`config.mk`:
```
export PLATFORM = sky130hd
export DESIGN_NAME = inst_fetch
export DESIGN_NICKNAME = d
export VERILOG_FILES = /design/src/rtl/inst_fetch.sv
export SDC_FILE = /design/constraint.sdc
export NUM_CORES = 1
export LEC_CHECK = 0
export CAP_MARGIN = 0
export CORE_MARGIN = 1
export CORE_UTILIZATION = 44
export DETAILED_ROUTE_END_ITERATION = 16
export GPL_TIMING_DRIVEN = 0
export HOLD_SLACK_MARGIN = 0.15
export PLACE_DENSITY_LB_ADDON = 0.1
export REMOVE_ABC_BUFFERS = 1
export SYNTH_ARGS = -nofsm -noshare
export SYNTH_HDL_FRONTEND = slang
export SYNTH_SLANG_ARGS = --single-unit
```
`constraint.sdc`:
```
create_clock -name clk -period 2.4 [get_ports clk]
set_clock_uncertainty 0.2 [all_clocks]
set_input_delay 0.48 -clock clk [delete_from_list [all_inputs] [get_ports clk]]
set_output_delay 0.48 -clock clk [all_outputs]
set_load 0.02 [all_outputs]
```
`src/rtl/inst_fetch.sv`:
```
// rtl/inst_fetch.sv - instruction fetch stage: PC register, IF/ID register, deferred branch redirect
module inst_fetch #(
    parameter logic [31:0] RESET_PC   = 32'h0000_0000,
    parameter int          DELAY_SLOT = 1
) (
    input  logic        clk,
    input  logic        rst,
    input  logic        stall,
    input  logic        br_e,
    input  logic [31:0] br_target,
    output logic [31:0] inst_addr,
    input  logic [31:0] inst_data,
    output logic        id_valid,
    output logic [31:0] id_pc,
    output logic [31:0] id_inst,
    output logic        id_adel
);

    typedef enum logic [1:0] {BOOT, RUN, HOLD} state_t;

    state_t      state;
    logic [31:0] pc;
    logic [31:0] br_tgt;
    logic        br_pend;
    logic        adel_pend;
    logic        take;
    logic [31:0] tgt;

    // A fresh br_e outranks a branch held over from a stall: it is the newer target.
    always_comb begin
        take = br_e | br_pend;
        tgt  = br_e ? br_target : br_tgt;
    end

    always_ff @(posedge clk or negedge rst) begin
        if (!rst) begin
            state     <= BOOT;
            pc        <= RESET_PC;
            br_tgt    <= 32'h0;
            br_pend   <= 1'b0;
            adel_pend <= 1'b0;
            id_valid  <= 1'b0;
            id_pc     <= 32'h0;
            id_inst   <= 32'h0;
            id_adel   <= 1'b0;
        end else begin
            case (state)
                BOOT: state <= RUN;
                RUN, HOLD: begin
                    if (stall) begin
                        state <= HOLD;
                        if (br_e) begin
                            br_pend <= 1'b1;
                            br_tgt  <= br_target;
                        end
                    end else begin
                        state    <= RUN;
                        id_valid <= (DELAY_SLOT != 0) || !take;
                        id_pc    <= pc;
                        id_inst  <= inst_data;
                        // adel follows the first word fetched from a misaligned redirect
                        id_adel   <= adel_pend;
                        adel_pend <= take && (tgt[1:0] != 2'b00);
                        pc        <= take ? {tgt[31:2], 2'b00} : pc + 32'd4;
                        br_pend   <= 1'b0;
                    end
                end
                default: state <= BOOT;
            endcase
        end
    end

    assign inst_addr = pc;

endmodule
```
-- Yosys cells after proc, flatten, opt, wreduce, memory -nomap -nowiden
Cells that the tools add are included.
- reduce and logical (&&, ||, !) cells: 7
- multiplexer cells: 6
- equal/unequal tests: 3
- add/sub/neg operators: 1
- bitwise gates (word level): 2
- operators by type and width (operator ; number):
    $mux W32 ; 2
    $add A32 B3 Y32 const B ; 1
    $reduce_and A2 Y1 ; 3
    $pmux W2 S2 ; 1
    $eq A2 B1 Y1 const B ; 1
    $eq A2 B2 Y1 const B ; 1
    $logic_not A2 Y1 ; 1
    $mux W1 ; 2
    $mux W2 ; 1
    $ne A2 B1 Y1 const B ; 1
    $reduce_bool A2 Y1 ; 1
    $reduce_or A2 Y1 ; 1
    $logic_and A1 B1 Y1 ; 1
    $not A1 Y1 ; 1
    $or A1 B1 Y1 ; 1
- word-level logic and storage cells: 28
- input port bits: 68
- output and inout bits: 98
- bits in registers: 134

-- Longest topological paths before layout
Gate-level depths: netlist of the first run.
- depth in word-level cells: 3
- mapped depth: 8
- gate-level depth less buffers: 6

-- Least setup slack after synthesis of the first run
No wires, ideal clock.
- path type: reg2reg
- start point: register pc[16], in the netlist inst_addr[16]
- end point: register pc[26], in the netlist inst_addr[26]
- stages on the path, launching flop included: 7
- arrival: 1.981 ns
- setup time: 0.094 ns
- slack: 0.125 ns
- required time: 2.106 ns
- clock period less this slack: 2.275 ns
- cell sequence: dfrtp_1 > clkbuf_1 > nand3_1 > or4_1 > clkbuf_2 > or4_1 > a211oi_1
- word-level cells in the longest chain between the ends: 2
- RTL lines (element ; line ; text):
    start, declared ; 22 ; logic [31:0] pc;
    start signal, assigned ; 64 ; pc <= take ? {tgt[31:2], 2'b00} : pc + 32'd4;
    $add A32 B3 Y32 ; 64 ;
    $mux W32 ; 64 ;
No other way between the ends.
A chain may end at the register's enable or synchronous reset.

-- Worst setup path after layout of the first run
- start point: register pc[6], in the netlist inst_addr[6]
- end point: output inst_addr[6]
- RTL lines (element ; line ; text):
    end, declared ; 11 ; output logic [31:0] inst_addr,
No word-level cell between the ends.

==> summary.txt, run 1 <==
Routing
  – Met2 routed WL: about 8 mm
  – Via count: roughly 5,500
  – Vias/cell: ~5.4
  – DRT antenna net count: 0
  – Routed length per instance: between 15 and 20 um
  – Max layer used: met4
  – Wl on met1: around 7.2 mm
  – # DRC: 0
  – Met3 routed WL: around 1.1 mm
  – DRT iter0 DRCs: approximately 300
  – Detailed-router iteration count before antenna repair: 4
  – Drt total wl: 16.78 mm

Clocking
  – CTS tree: yes
  – Clk_lat worst skew: roughly 0.42 ns
  – CTS Sinks: 130
  – Clk buf depth: 2
  – H-tree depth: 4
  – Reg clk slew, reported paths: 0.06 ns
  – Clock root buffer: clkbuf_16
  – Clock buffer count from CTS: 17

Synth
  – Post-synthesis sequential area ratio: 52.50%
  – Post-Syn Instances: 698
  – Synth Flop Type: dfrtp_1
  – Syn avg cell area: just under 9 um^2
  – Ys Warns: 0
  – Share of synthesized flip-flops with an asynchronous set or reset: 100.0%
  – Synthesized area: 6196 um^2
  – Post-synth EDFFs: 0
  – Synth Register Bits: 130
  – Yosys cell types: between 50 and 60

Place
  – Placed Cells: between 900 and 1,000
  – Dpl ws: -1.067 ns
  – Post-DP Area: approximately 8000 um^2
  – Post-DP HPWL: between 10 and 15 mm
  – Routability cong.: 0.8450
  – Port bufs: between 150 and 200

Finish
  – Antenna cells: 0
  – Fill cells: 1,114
  – Layout overhead on the synthesized area: 39.28%
  – Most frequent cells in the layout: nand2_1 (233), clkdlybuf4s50_1 (159), dfrtp_1 (127), a21oi_1 (41), nor2_1 (35)
  – Layout Nets: roughly 910
  – Utilization after layout: ~64%
  – Design area: approximately 8600 um^2
  – Fin cells: approximately 1,000
  – Layout cells sized above 1: about a tenth
  – Commonest non-fill, non-tap cell in the layout: nand2_1

STA
  – Fmax: about 0.43 GHz
  – Post-route minimum period: 2.320 ns
  – Final Hold Viols: 0
  – Slew Viols, Final: 0
  – Max_slew headroom: 44.57%
  – Worst slew pin tran: 0.8306 ns
  – Setup violators final: 0
  – Worst hold slack: between 0.2 and 0.3 ns
  – Fin crit share: 96.67%
  – Final WS setup: between 0.07 and 0.08 ns

Die
  – Die X: 120.7 um
  – Initial Utilization: 45.88%
  – Die area: about 15,000 um^2
  – CORE AREA: roughly 14,000 um^2
  – Die span in y: approximately 120 um
  – Row count: 42
  – # IOs: about 170

GRT
  – Largest net degree at the start of global routing: 87
  – GRT Util Overall: around a quarter
  – GRT overflow: 0
  – Vias in the first global route: approximately 5,500
  – Global-route wire length before repair: around 27 mm
  – Antenna violations before repair: 0

Critical path
  – Worst Path Max Fanout: 8
  – Critical path capture point type: output port
  – CP Class: reg -> out
  – Worst Path Required: 1.72 ns
  – Worst path top cell family by delay: buffers and inverters
  – Worst R2R Setup Slack: roughly 0.09 ns
  – CP Cell Sequence: clkdlybuf4s50_1
  – R2r startpoint: inst_addr[14]$_DFFE_PN0P_
  – CP startpoint kind: register
  – Reg2reg end: inst_addr[29]$_DFFE_PN0P_
  – Crit path buffers/inverters: 1
  – Slowest cell on the critical path: clkdlybuf4s50_1
  – R2R depth: 4
  – Slowest stage delay, CP: 0.70 ns
  – Critical Path AT: 1.64 ns

Status
  – Outcome: completed

Hold path
  – Hold Path Class: reg -> reg
  – Hold Crit Depth: 2
  – Hold path start: id_pc[15]$_DFFE_PN0P_
  – Hold path endpoint: id_pc[15]$_DFFE_PN0P_

Power
  – Maximum ir drop on the vdd rail: between 0.6 and 0.7 mV
  – Leakage power: between 0.003 and 0.004 uW
  – Pwr dens: 1432 nW/um^2

Run
  – Max-cap violations: 0
-- layout make-up --
type / count / area [um^2] / share of cell area (%)
sequential: 130 / 3257 / 37.74
multi-input combinational: 510 / 2811 / 32.58
timing repair buffer: 171 / 1770 / 20.52
clock buffer: 25 / 495.5 / 5.742
tap: 176 / 220.2 / 2.552
inverter: 12 / 45.04 / 0.5220
clock inverter: 6 / 30.03 / 0.3480
-- logic make-up after synthesis --
group                    synth area share [%]
AND/OR/NAND/NOR                         24.90
adder cells (fa/ha/maj)                0.6059
multiplexers                            6.301
AO/OA/AOI/OAI                           11.59
other                                 0.06052
flip-flops                              52.50
buffers and inverters                   4.038
-- Yosys cell counts, types with 2 or more instances --
library cell,count,share of area (%)
a211oi_1,5,0.61
a21oi_1,41,3.3
a221oi_1,5,0.71
a31oi_1,3,0.30
and2_1,5,0.50
and3_1,5,0.50
and4_1,3,0.42
buf_1,4,0.24
buf_4,4,0.48
clkbuf_1,40,2.4
dfrtp_1,130,53
ha_1,3,0.61
inv_1,12,0.73
mux2_2,24,4.4
mux2i_1,12,1.9
nand2_1,234,14
nand2b_1,3,0.30
nand3_1,16,1.3
nand3b_1,7,0.85
nand4_1,5,0.50
nor2_1,36,2.2
nor2b_1,3,0.30
nor3_1,7,0.57
nor4_1,8,0.81
o21ai_0,26,2.1
o221ai_1,2,0.28
o22ai_1,3,0.30
o2bb2ai_1,3,0.42
o311ai_0,5,0.71
o31ai_1,3,0.36
o41ai_1,5,0.71
or2_2,2,0.20
or3_1,7,0.71
or4_1,5,0.61
or4b_1,2,0.32
-- per-layer routing --
metal / vias up / GRT usage (%)
li1: 2675 / -
met1: 2660 / 30.87
met2: 179 / 39.83
met3: 25 / 5.943
met4: 0 / 8.719
met5: - / 0
-- per-stage QoR --
stage,setup TNS (ns),power [uW]
CTS,0,12360
global route,-0.002771,13220
floorplan,-135.20,7310
detailed placement,-35.49,9975
global placement,-997.63,9327
finish,0,12350
-- sequential cells by signal (all words and copies together) (netlist names) --
signal     cells
inst_addr     30
adel_pend      1
id_pc         30
br_tgt        32
state          2
id_valid       1
id_inst       32
id_adel        1
br_pend        1
-- worst max-delay path by stage --
stage / slack (ns) / endpoint / cells past startpoint / start
after floorplan: -2.07 / inst_addr[20]$_DFFE_PN0P_ / 6 / state[0]$_DFF_PN0_
after CTS: 0.01 / inst_addr[14]$_DFFE_PN0P_ / 5 / inst_addr[2]$_DFFE_PN0P_
final: 0.08 / inst_addr[6] / 1 / inst_addr[6]$_DFFE_PN0P_
after global placement: -4.59 / id_pc[14]$_DFFE_PN0P_ / 1 / rst
after global routing: -0.003 / inst_addr[26]$_DFFE_PN0P_ / 5 / inst_addr[3]$_DFFE_PN0P_
after detailed placement: -1.07 / br_tgt[30]$_DFFE_PN0P_ / 4 / stall
-- repair_timing --
action,in CTS,in global routing
setup endpoints to repair,53,17
cloned,1,0
gates resized for setup,8,12
endpoints found under the hold margin,64,0
hold buffers,1,0
buffers inserted,1,3
-- power breakdown --
group          switching [uW]  internal [uW]
sequential                990           3270
clock                     886           1410
combinational            3170           2620
total                    5050           7300
Power figures use the tool's default switching activity.
==> run 2: changes to the inputs <==
- GPL_TIMING_DRIVEN: 0 -> unset
==> summary.txt, run 2 (synthesis results as in run 1) <==
Die
  – # IOs: 166 (unchanged)
  – Die area: 14,560 um^2 (unchanged)
  – Die span in y: 120.7 um (unchanged)
  – Initial Utilization: 45.88% (unchanged)
  – Row count: 42 (unchanged)
  – Die X: 120.7 um (unchanged)
  – CORE AREA: 13,510 um^2 (unchanged)

STA
  – Unrepaired setup endpoints after global routing: no
  – Setup violators final: 0 (unchanged)
  – Final WS setup: 0.1300 ns (was 0.08000 ns)
  – Setup_tns: 0 ns (unchanged)
  – Fin crit share: 94.58% (was 96.67%)
  – Worst hold slack: 0.2700 ns (was 0.2704 ns)
  – Worst slew pin tran: 0.5319 ns (was 0.8306 ns)
  – Slew Viols, Final: 0 (unchanged)
  – Fmax: 0.4405 GHz (was 0.4310 GHz)
  – Final Hold Viols: 0 (unchanged)
  – Post-route minimum period: 2.270 ns (was 2.320 ns)
  – Max_slew headroom: 64.54% (was 44.57%)

Critical path
  – Worst Path Required: 2.47 ns (was 1.72 ns)
  – CP most frequent cell: o311ai_0
  – CP Class: reg -> reg (was reg -> out)
  – Crit path buffers/inverters: 1 (unchanged)
  – CP Cell Sequence: ha_1 > and3_1 > nand3_1 > buf_4 > o311ai_0 > o311ai_0 (was clkdlybuf4s50_1)
  – Critical path capture point type: register (was output port)
  – Slowest stage delay, CP: 0.41 ns (was 0.70 ns)
  – Worst path top cell family by delay: compound AO/OA/AOI/OAI gates (was buffers and inverters)
  – Critical Path AT: 2.34 ns (was 1.64 ns)
  – Worst Path Max Fanout: 10 (was 8)
  – CP startpoint kind: register (unchanged)
  – Slowest cell on the critical path: dfrtp_1 (was clkdlybuf4s50_1)

Power
  – Overall Power: 13,080 uW (was 12,350 uW)
  – Leakage power: 0.004046 uW (was 0.003817 uW)
  – Maximum ir drop on the vdd rail: 0.7179 mV (was 0.6552 mV)
  – Pwr dens: 1456 nW/um^2 (was 1432 nW/um^2)

Routing
  – Detailed-router iteration count before antenna repair: 5 (was 4)
  – DRT antenna net count: 0 (unchanged)
  – Routed length per instance: 16.03 um (was 16.30 um)
  – Vias/cell: 5.336 (was 5.378)
  – Drt total wl: 17.35 mm (was 16.78 mm)
  – Via count: 5,774 (was 5,539)
  – DRT iter0 DRCs: 278 (was 296)
  – # DRC: 0 (unchanged)

Clocking
  – Clk buf depth: 2 (unchanged)
  – CTS tree: yes (unchanged)
  – Clk_lat worst skew: 0.42 ns (about the same)
  – Reg clk slew, reported paths: 0.06 ns (about the same)
  – Clock buffer count from CTS: 17 (unchanged)
  – Clock root buffer: clkbuf_16 (unchanged)
  – H-tree depth: 4 (unchanged)
  – CTS Sinks: 130 (unchanged)
  – Post-CTS Resized: 0 (was 8)

Place
  – Post-DP HPWL: 12.22 mm (was 10.89 mm)
  – Port bufs: 161 (unchanged)
  – Dpl ws: 0.05200 ns (was -1.067 ns)
  – Routability cong.: 0.8645 (was 0.8450)

GRT
  – GRT Util Overall: 25.13% (was 24.18%)
  – Antenna violations before repair: 0 (unchanged)
  – Largest net degree at the start of global routing: 81 (was 87)
  – GRT overflow: 0 (unchanged)
  – Vias in the first global route: 5,786 (was 5,515)
  – Global-route wire length before repair: 28.43 mm (was 27.46 mm)

Finish
  – Antenna cells: 0 (unchanged)
  – Most frequent cells in the layout: nand2_1 (234), clkdlybuf4s50_1 (159), dfrtp_1 (130), buf_4 (57), a21oi_1 (41) (was nand2_1 (233), clkdlybuf4s50_1 (159), dfrtp_1 (127), a21oi_1 (41), nor2_1 (35))
  – Largest regs: br_tgt: 32 flops, id_inst: 32 flops (unchanged)
  – Layout Nets: 964 (was 913)
  – Layout overhead on the synthesized area: 44.95% (was 39.28%)
  – Utilization after layout: 66.50% (was 63.90%)
  – Commonest non-fill, non-tap cell in the layout: nand2_1 (unchanged)
  – Layout cells sized above 1: 13.80% (was 9.953%)

Status
  – Outcome: completed (unchanged)

Run
  – Max-cap violations: 0 (unchanged)

Hold path
  – Hold Path Class: reg -> reg (unchanged)
-- run 2: cell types whose count changed in the layout (fill, tap and decap cells not counted), sizes merged --
| cell | before | now |
|---|---|---|
| nor2b | 4 | 3 |
| clkbuf | 25 | 18 |
| clkinvlp | 0 | 6 |
| bufinv | 0 | 4 |
| clkinv | 6 | 4 |
| buf | 11 | 63 |
-- run 2: layer usage --
| metal | track usage (%) | routed length (um) |
|---|---|---|
| met2 | 41.42 | 8193 |
| met5 | 0 | 0 |
| met4 | 10.26 | 410 |
| met3 | 5.094 | 1001 |
| met1 | 32.32 | 7739 |
-- run 2: path summary, 6_finish.rpt --
check,slack (ns),to,cells after the start,from
setup / recovery,0.13,inst_addr[14]$_DFFE_PN0P_,6,inst_addr[3]$_DFFE_PN0P_
hold / removal,0.27,id_pc[21]$_DFFE_PN0P_,2,id_pc[21]$_DFFE_PN0P_
setup reg to reg,0.13,inst_addr[14]$_DFFE_PN0P_,6,inst_addr[3]$_DFFE_PN0P_
hold reg to reg,0.27,id_pc[21]$_DFFE_PN0P_,2,id_pc[21]$_DFFE_PN0P_
max in group asynchronous,0.94,br_tgt[14]$_DFFE_PN0P_,3,rst
min in group asynchronous,0.29,id_inst[22]$_DFFE_PN0P_,2,rst
-- run 2: final cells by class --
cell class / instances / area, um^2
well taps: 176 / 220.2
inverters: 12 / 45.04
clock buffers: 18 / 429.2
multi-input cells: 509 / 2719
repair buffers: 223 / 2126
clock inverters: 14 / 188.9
fillers: 1089 / 4524
flip-flops and latches: 130 / 3253
-- run 2: stage by stage --
stage	instances	cell area [um^2]
floorplan	651	6002
global placement	1049	8353
detailed placement	1049	8353
CTS	1082	8981
global route	1082	8981
finish	1082	8981
-- run 2: what timing repair did --
item,4_1_cts,5_1_grt
buffers inserted,0,0
hold buffers,1,0
hold endpoints to repair,130,0
setup endpoints to repair,0,0
-- run 2: power breakdown --
part	internal [uW]	total [uW]	switching, uW
combinational	2930	6440	3510
sequential	3270	3930	662
clock	1730	2710	977
total	7930	13100	5150
-- run 2: worst register-to-register path, stage by stage (launching register included) --
cell	delay, ns
dfrtp_1	0.41
ha_1	0.21
and3_1	0.21
nand3_1	0.26
buf_4	0.29
o311ai_0	0.33
o311ai_0	0.20
==> run 3: changes to the inputs <==
- CORE_MARGIN: 1 -> 5
==> summary.txt, run 3 (synthesis results as in run 1) <==
Routing
  – DRT antenna net count: 0 (unchanged)
  – Vias/cell: 5.372 (was 5.336)
  – # DRC: 0 (unchanged)
  – Detailed-router iteration count before antenna repair: 5 (unchanged)
  – Drt total wl: 18.04 mm (was 17.35 mm)
  – DRT iter0 DRCs: 301 (was 278)
  – Via count: 5,780 (was 5,774)
  – Routed length per instance: 16.77 um (was 16.03 um)

Hold path
  – Hold Path Class: reg -> reg (unchanged)
  – Hold Crit Depth: 1 (was 2)

GRT
  – Most used routing layer: met2 (unchanged)
  – GRT overflow: 0 (unchanged)
  – Largest net degree at the start of global routing: 59 (was 81)
  – Vias in the first global route: 5,791 (was 5,786)
  – GRT Util Overall: 22.40% (was 25.13%)
  – Antenna violations before repair: 0 (unchanged)
  – Met2 usage: 37.07% (was 41.42%)
  – Met1 Track Usage GR: 29.22% (was 32.32%)
  – Met3 usage: 5.355% (was 5.094%)
  – Global-route wire length before repair: 29.49 mm (was 28.43 mm)

STA
  – Slew Viols, Final: 0 (unchanged)
  – Final Hold Viols: 0 (unchanged)
  – Fmax: 0.4425 GHz (was 0.4405 GHz)
  – Final WS setup: 0.1403 ns (was 0.1300 ns)
  – Fin crit share: 94.15% (was 94.58%)
  – Worst hold slack: 0.2693 ns (was 0.2700 ns)
  – Unrepaired setup endpoints after global routing: no (unchanged)
  – Post-route minimum period: 2.260 ns (was 2.270 ns)
  – Setup violators final: 0 (unchanged)

Die
  – CORE AREA: 13,830 um^2 (was 13,510 um^2)
  – Die area: 16,550 um^2 (was 14,560 um^2)
  – Die X: 128.7 um (was 120.7 um)
  – Die span in y: 128.7 um (was 120.7 um)
  – Initial Utilization: 44.81% (was 45.88%)
  – # IOs: 166 (unchanged)
  – Row count: 43 (was 42)

Power
  – Switching share of power: 39.93% (was 39.36%)
  – Comb pwr share: 50.3% (was 49.3%)
  – Maximum ir drop on the vdd rail: 0.6048 mV (was 0.7179 mV)
  – Overall Power: 12,820 uW (was 13,080 uW)
  – Sequential power share: 30.6% (was 30.1%)
  – Leakage power: 0.004004 uW (was 0.004046 uW)
  – Switch Pwr: 5120 uW (was 5148 uW)
  – Int Power: 7702 uW (was 7933 uW)
  – Clock share of power: 19.1% (was 20.7%)
  – Pwr dens: 1440 nW/um^2 (was 1456 nW/um^2)

Critical path
  – Crit path buffers/inverters: 1 (unchanged)
  – Critical path capture point type: output port (was register)
  – Slowest cell on the critical path: clkdlybuf4s50_1 (was dfrtp_1)
  – Worst path top cell family by delay: buffers and inverters (was compound AO/OA/AOI/OAI gates)
  – CP Cell Sequence: clkdlybuf4s50_1 (was ha_1 > and3_1 > nand3_1 > buf_4 > o311ai_0 > o311ai_0)
  – R2R depth: 6 (unchanged)
  – Worst Path Required: 1.72 ns (was 2.47 ns)
  – CP startpoint kind: register (unchanged)
  – Critical path depth: 1 (was 6)
  – Worst Path Max Fanout: 6 (was 10)
  – CP Class: reg -> out (was reg -> reg)
  – Critical Path AT: 1.58 ns (was 2.34 ns)
  – Slowest stage delay, CP: 0.66 ns (was 0.41 ns)

Clocking
  – Clk_lat worst skew: 0.42 ns (about the same)
  – Post-CTS setup buffer count: 0 (unchanged)
  – CTS tree: yes (unchanged)
  – CTS Sinks: 130 (unchanged)
  – H-tree depth: 4 (unchanged)
  – Clock buffer count from CTS: 17 (unchanged)
  – Clock root buffer: clkbuf_16 (unchanged)
  – Reg clk slew, reported paths: 0.06 ns (about the same)
  – Clk buf depth: 2 (unchanged)

Place
  – Placed Cells: 1,044 (was 1,049)
  – Dpl ws: 0.06717 ns (was 0.05200 ns)
  – Post-DP HPWL: 12.74 mm (was 12.22 mm)
  – Port bufs: 161 (unchanged)
  – Routability cong.: 0.8541 (was 0.8645)

Finish
  – Most frequent cells in the layout: nand2_1 (234), clkdlybuf4s50_1 (159), dfrtp_1 (130), buf_4 (44), a21oi_1 (41) (was nand2_1 (234), clkdlybuf4s50_1 (159), dfrtp_1 (130), buf_4 (57), a21oi_1 (41))
  – Layout cells sized above 1: 12.50% (was 13.80%)
  – Layout Nets: 955 (was 964)
  – Antenna cells: 0 (unchanged)
  – Fin cells: 1,076 (was 1,082)
  – Commonest non-fill, non-tap cell in the layout: nand2_1 (unchanged)
  – Layout overhead on the synthesized area: 43.70% (was 44.95%)
  – Largest regs: br_tgt: 32 flops, id_inst: 32 flops (unchanged)

Run
  – Max-cap violations: 0 (unchanged)

Status
  – Outcome: completed (unchanged)
run 3: cell count changes in the layout (fill, tap and decap cells not counted), sizes merged:
cell,previous run,this run
bufinv,4,2
clkbuf,18,21
buf,63,54
clkinv,4,6
clkinvlp,6,2
run 3: layout make-up:
cell class | count | area (um^2)
Clock buffer | 21 | 440.4
Clock inverter | 10 | 112.6
Fill cell | 1149 | 4923
Inverter | 12 | 45.04
Multi-Input combinational cell | 509 | 2719
Sequential cell | 130 | 3253
Tap cell | 180 | 225.2
Timing Repair Buffer | 214 | 2108
run 3: worst paths after layout:
kind	startpoint	endpoint	slack [ns]
setup / recovery	inst_addr[30]$_DFFE_PN0P_	inst_addr[30]	0.14
hold / removal	id_valid$_DFFE_PN0P_	id_valid$_DFFE_PN0P_	0.27
setup reg to reg	inst_addr[3]$_DFFE_PN0P_	inst_addr[28]$_DFFE_PN0P_	0.19
hold reg to reg	id_valid$_DFFE_PN0P_	id_valid$_DFFE_PN0P_	0.27
max in group asynchronous	rst	id_pc[29]$_DFFE_PN0P_	0.98
min in group asynchronous	rst	id_inst[1]$_DFFE_PN0P_	0.37
run 3: stage by stage:
step	TNS, ns	instance area [um^2]	utilization, %
2_1_floorplan	-135.20	6002	-
3_3_place_gp	0	8341	60.32
3_5_place_dp	0	8341	60.32
4_1_cts	0	8904	64.39
5_1_grt	0	8904	64.39
6_report	0	8904	64.39
run 3: per-layer routing:
| layer | share of wire, % | vias to the layer above |
|---|---|---|
| met5 | 0 | - |
| met2 | 49 | 210 |
| met3 | 6.6 | 26 |
| met4 | 1.7 | 0 |
| li1 | - | 2761 |
| met1 | 43 | 2783 |
run 3: power groups by stage:
| stage | Combinational (uW) | Clock [uW] | Sequential, uW |
|---|---|---|---|
| final | 6450 | 2450 | 3920 |
| after detailed placement | 6510 | 0 | 3960 |
| after global placement | 6360 | 0 | 3900 |
| after floorplan | 2380 | 0 | 4930 |
| after global routing | 7050 | 2590 | 4060 |
| after CTS | 6530 | 2490 | 3930 |
run 3: what timing repair did:
| action | CTS | global route |
|---|---|---|
| hold buffers | 1 | 0 |
| gates resized for setup | 0 | 0 |
| hold endpoints to repair | 45 | 0 |
| setup endpoints to repair | 0 | 0 |
==> edit 1 (settings of run 1) <==
Reset style: synchronous (`rst`), changed in one clocked block.
--- a/src/rtl/inst_fetch.sv
+++ b/src/rtl/inst_fetch.sv
@@ -32,7 +32,7 @@
         tgt  = br_e ? br_target : br_tgt;
     end
 
-    always_ff @(posedge clk or negedge rst) begin
+    always_ff @(posedge clk) begin
         if (!rst) begin
             state     <= BOOT;
             pc        <= RESET_PC;
Formal check against the unedited RTL: differs if rst is asserted again (counterexample within 4 cycles, from zero or initial values and one cycle with rst low); with rst held inactive, the same outputs for 4 cycles.
==> edit 1 against run 1 <==
  * Sequential cell count did not move
  * Wire length rose by 2.7%
  * Non-clock buffer count fell by 3
  * Sequential share of layout area fell by 5.3 points
  * Global-route usage rose by 2.1 points
  * Synthesized area fell by 8.0%
  * Cell area fell by 6.7%
  * Worst setup slack got worse by 69 ps
  * Final cell count rose by 1.9%
Power is not compared: it rests on default switching activity, and its combinational part moved more than twofold at a synthesized area within 25%.
==> edit 1: results (changes against run 1) <==
status: "finished clean"
worstSetupStartpointType: "register"
r2r-start: "inst_addr[2]"
nets: 942  # +3.2%
drive_gt1_frac: 0.0672  # -0.0323
first_pass_iters: 5  # +1
cts_buffer_depth: 2  # unchanged
slowest_delay_ps: 500  # -200 ps
totalWireLength_um: 17200  # +2.7%
yosysSeqAreaShare: 0.456  # -0.0687
antenna_found_initial: 0  # unchanged
synth_cell_types: 56  # +1.8%
fillerInstances: 1097  # -1.5%
numCtsBuffers: 17  # unchanged
synth.area.top_cells: "dfxtp_1 46%, nand2_1 15%, a21oi_1 10%"
worstSkewPairLatency_ps: 420  # about the same
synth_area_per_cell_um2: 7.77  # -12%
clkTransAtPathRegs_ps: 50
vias_per_cell: 5.43  # +0.91%
crit_fanout: 7  # -1
fin_cells: 1050  # +1.9%
grt_pass1_wl_um: 26800  # -2.3%
grt_pass1_vias: 5202  # -5.7%
async_flop_share: 0  # -1.00
grtUsageTotal: 0.263  # +0.0214
drt_iter0_drc: 440  # +49%
grt_max_degree: 45  # -48%
synth_commonest_cells: "222 x nand2_1, 130 x dfxtp_1, 116 x a21oi_1"
dpl.hpwl_um: 10400  # -4.2%
ir_worst_vdd_mv: 0.516
critPathSlowestCell: "or4b_1"
antenna_cells: 0  # unchanged
reg_top3: "br_tgt (32), id_inst (32)"
gp_congestion: 0.807  # -4.5%
dp_cells: 1018  # +2.5%
port_buffers: 161  # unchanged
arrival_ps: 2530  # +890 ps
min_from: "id_pc[8]"
worst_pin_slew_ps: 938  # +108 ps
[edit 1: cell count changes in the layout (fill, tap and decap cells not counted), sizes merged, moves of 5 or more]
cell    change
mux2i       +7
nand2b      +6
o221ai      +5
o41ai       -5
mux2       -24
dfxtp     +130
nor2        -9
clkinv      -5
nor3        +5
a21oi      +75
dfrtp     -130
nand2      -11
[edit 1: stage by stage]
stage	power (µW)	setup slack [ps]	util	cell area, µm²	TNS (ps)
finish	5590	11.2	0.638	8050	0
global route	5820	-53.0	0.638	8050	-56.9
global placement	3300	-5360	0.576	7270	-449370
CTS	5610	23.9	0.635	8020	0
detailed placement	3340	-797	0.585	7380	-32380
floorplan	2870	-2630	-	5450	-172440
[edit 1: per-layer routing]
metal  global-route usage  part of all wire  up-vias  wire [µm]
li1                     -                 -     2780          -
met1                0.329              0.43     2709       7390
met2                0.441              0.50      188       8540
met3               0.0586             0.063       21       1090
met4                0.103             0.013        0        224
met5                    0                 0        -          0
[edit 1: worst paths after layout]
| kind | slack (ps) | to | cells after the start |
|---|---|---|---|
| worst max-delay path | 10 | inst_addr[20] | 6 |
| worst min-delay path | 250 | id_pc[8] | 2 |
| worst max register to register | 10 | inst_addr[20] | 6 |
| worst min register to register | 250 | id_pc[8] | 2 |
[edit 1: final cells by class]
class,instances,area share
sequential,130,0.324
multi-input combinational,544,0.362
clock inverter,1,0.000622
inverter,10,0.00793
clock buffer,25,0.0603
timing repair buffer,168,0.219
tap,172,0.0267
[edit 1: repair_timing]
action	in CTS	in global routing
endpoints found under the hold margin	0	0
resized for setup	16	5
gates cloned	4	0
setup buffers	2	0
endpoints found under the setup margin	57	28
pin swaps	1	0
[edit 1: power breakdown]
| group | total, µW | switching [µW] | internal [µW] |
|---|---|---|---|
| Combinational | 972 | 542 | 430 |
| Sequential | 2400 | 122 | 2280 |
| Clock | 2220 | 856 | 1360 |
| Total | 5590 | 1520 | 4070 |
[edit 1: worst max-delay path, delay by kind of cell (launching register included)]
family | cells | cell delay [ps]
AOI/OAI and AO/OA | 1 | 100
adders and majority gates | 1 | 180
DFF | 1 | 400
and+or+nand+nor | 4 | 1420
[edit 1: logic make-up (layout without fill, tap and decap cells)]
group | after synthesis | in the layout | share of synthesized area
muxes | 19 | 19 | 0.0333
buffers and inverters | 66 | 204 | 0.0535
xor gates and xnor gates | 6 | 6 | 0.00921
AOI/OAI and AO/OA | 180 | 180 | 0.179
DFF | 130 | 130 | 0.456
adders and majority gates | 3 | 3 | 0.00658
other | 1 | 4 | 0.000658
and+or+nand+nor | 329 | 332 | 0.262
==> edit 2 (settings of run 1) <==
Without the edit above. Re-encode `state_t` (3 states) as one-hot, 3 bits wide.
--- a/src/rtl/inst_fetch.sv
+++ b/src/rtl/inst_fetch.sv
@@ -16,7 +16,7 @@
     output logic        id_adel
 );
 
-    typedef enum logic [1:0] {BOOT, RUN, HOLD} state_t;
+    typedef enum logic [2:0] {BOOT = 3'b001, RUN = 3'b010, HOLD = 3'b100} state_t;
 
     state_t      state;
     logic [31:0] pc;
Check against the original RTL: same outputs for any inputs over 4 cycles, from zero or initial values and one cycle with rst low; so few cycles prove little.
==> edit 2 against run 1 <==
  * Synthesized area decreased by 1.2%
  * Sequential cell count rose by 1
  * Cell area up 1.4%
  * Wire length down 2.7%
  * Count of clock-buffer cells in the layout is 7 lower
  * Hold slack lost 2.6 ps
  * Worst setup slack worse by 32 ps
  * Sequential share of layout area fell by 0.21 points
  * Power grew 0.42%
  * Largest power group unchanged
  * Highest routed layer unchanged
==> edit 2: results (changes against run 1) <==
synth_ff_type: "dfrtp_1"
hp-class: "register to register"
worstHoldPathCells: 2  # unchanged
dpl.hpwl_um: 10500  # -3.2%
r2r-start: "state[2]"
nets: 903  # -1.1%
grtUsageTotal: 0.233  # -0.00834
reg_top3: "br_tgt (32), id_inst (32)"
switchingPower_uw: 4760  # -5.7%
vias_per_cell: 5.30  # -1.5%
grt_max_degree: 95  # +9.2%
first_pass_iters: 4  # unchanged
hold_end: "id_pc[21]"
status: "finished clean"
grt_pass1_wl_um: 26200  # -4.4%
r2r_end: "inst_addr[28]"
fillerInstances: 1078  # -3.2%
synth-xor-area-share: 0.00286  # +0.00286
synth_cell_types: 52  # -5.5%
cts_root_buffer: "clkbuf_16"
p_leak_uw: 0.00390  # +2.3%
synth-compound-area-share: 0.126  # +0.00960
cts_buffer_depth: 2  # unchanged
min_from: "id_pc[21]"
numCtsBuffers: 17  # unchanged
arrival_ps: 2510  # +870 ps
clkTransAtPathRegs_ps: 60  # about the same
synth_commonest_cells: "212 x nand2_1, 130 x dfrtp_1, 60 x a21oi_1"
ir_worst_vdd_mv: 0.741  # +13%
antenna_cells: 0  # unchanged
slew_headroom: 0.563  # +0.117
gp_congestion: 0.765  # -9.4%
worstSkewPairLatency_ps: 420  # about the same
yosys_warnings: 0  # unchanged
drt_iter0_drc: 297  # +0.34%
antenna_found_initial: 0  # unchanged
synth_mux_area_frac: 0.0670  # +0.00404
worstRegToRegCells: 6  # +2
synthAdderAreaFrac: 0.00204  # -0.00401
grt_overflow: 0  # unchanged
wire_per_inst_um: 16.0  # -2.1%
crit_fanout: 75  # +67
port_buffers: 161  # unchanged
synth.area.top_cells: "dfrtp_1 53%, nand2_1 13%, a21oi_1 4.9%"
async_flop_share: 1.00  # unchanged
grt_pass1_vias: 5428  # -1.6%
drive_gt1_frac: 0.104  # +0.00436
r2r_slack_ps: 50  # -40 ps
yosysSeqAreaShare: 0.536  # +0.0107
cts-htree-levels: 4  # unchanged
-- edit 2: cell types whose count changed after synthesis, moves of 4 or more --
cell / delta
nor2b_1: +4
nor4_1: -4
nor2_1: +6
o41ai_1: -4
o21ai_0: +5
o311ai_0: -5
buf_2: +5
nand3b_1: -6
clkbuf_1: -9
a21oi_1: +19
or3_1: -6
o22a_1: +4
nand2_1: -22
a2bb2oi_1: +6
-- edit 2: per-stage QoR --
stage                     setup WS [ps]  total power, µW  cell area [µm²]  hold WS, ps  std cells
after floorplan                   -1830             6950             5930        -15.6        639
after detailed placement          -1130             9510             7970          209        984
after global placement            -4540             9190             7760          250        976
final                              47.7            12400             8750          268       1023
after global routing               6.39            13200             8750          286       1023
after CTS                         -36.2            12400             8710          275       1021
-- edit 2: worst max-delay path by stage --
stage                  start       endpoint  slack [ps]  depth (start not counted)
floorplan           state[1]   inst_addr[7]       -1830                          4
global placement         rst      id_pc[29]       -4540                          1
detailed placement     stall     br_tgt[31]       -1130                          4
CTS                 state[1]  inst_addr[28]         -40                          6
global route        state[2]  inst_addr[28]           6                          6
finish              state[2]  inst_addr[28]          50                          6
-- edit 2: cell type report --
| type | instances | area share |
|---|---|---|
| Sequential cell | 131 | 0.375 |
| Multi-Input combinational cell | 496 | 0.309 |
| Timing Repair Buffer | 175 | 0.212 |
| Clock buffer | 18 | 0.0490 |
| Tap cell | 176 | 0.0252 |
| Clock inverter | 14 | 0.0242 |
| Inverter | 13 | 0.00558 |
-- edit 2: timing repair --
action                     4_1_cts  5_1_grt
setup endpoints to repair       48        6
hold endpoints to repair        37        0
gates cloned                     0        1
buffers inserted                 4        1
hold buffers                     1        0
pin swaps                        0        3
resized for setup               12        6
-- edit 2: cells by family (layout without fill, tap and decap cells) --
kind of cell | count (synthesis) | in the layout
other | 1 | 4
AO/OA/AOI/OAI | 129 | 129
multiplexers | 38 | 38
buffers and inverters | 61 | 220
flip-flops | 131 | 131
adder cells (fa/ha/maj) | 1 | 1
AND/OR/NAND/NOR | 321 | 322
XOR/XNOR | 2 | 2
-- edit 2: per-layer routing --
metal | GRT usage | share of wire | up-vias
met5 | 0 | 0 | -
met1 | 0.296 | 0.43 | 2583
met2 | 0.382 | 0.48 | 196
li1 | - | - | 2618
met3 | 0.0604 | 0.071 | 24
met4 | 0.0891 | 0.018 | 0
-- edit 2: critical path, stage by stage (launching register included) --
cell and delay (ps):
dfrtp_2 450, xnor2_4 190, or3_4 410, buf_16 220
or4_1 500, mux2i_1 150, a311o_2 130
-- edit 2: power by group through the flow --
stage          combinational [µW]  sequential (µW)  clock, µW
2_1_floorplan                2020             4930          0
3_3_place_gp                 5010             4180          0
3_5_place_dp                 5250             4260          0
4_1_cts                      5340             4240       2860
5_1_grt                      5830             4430       2950
6_report                     5350             4250       2810
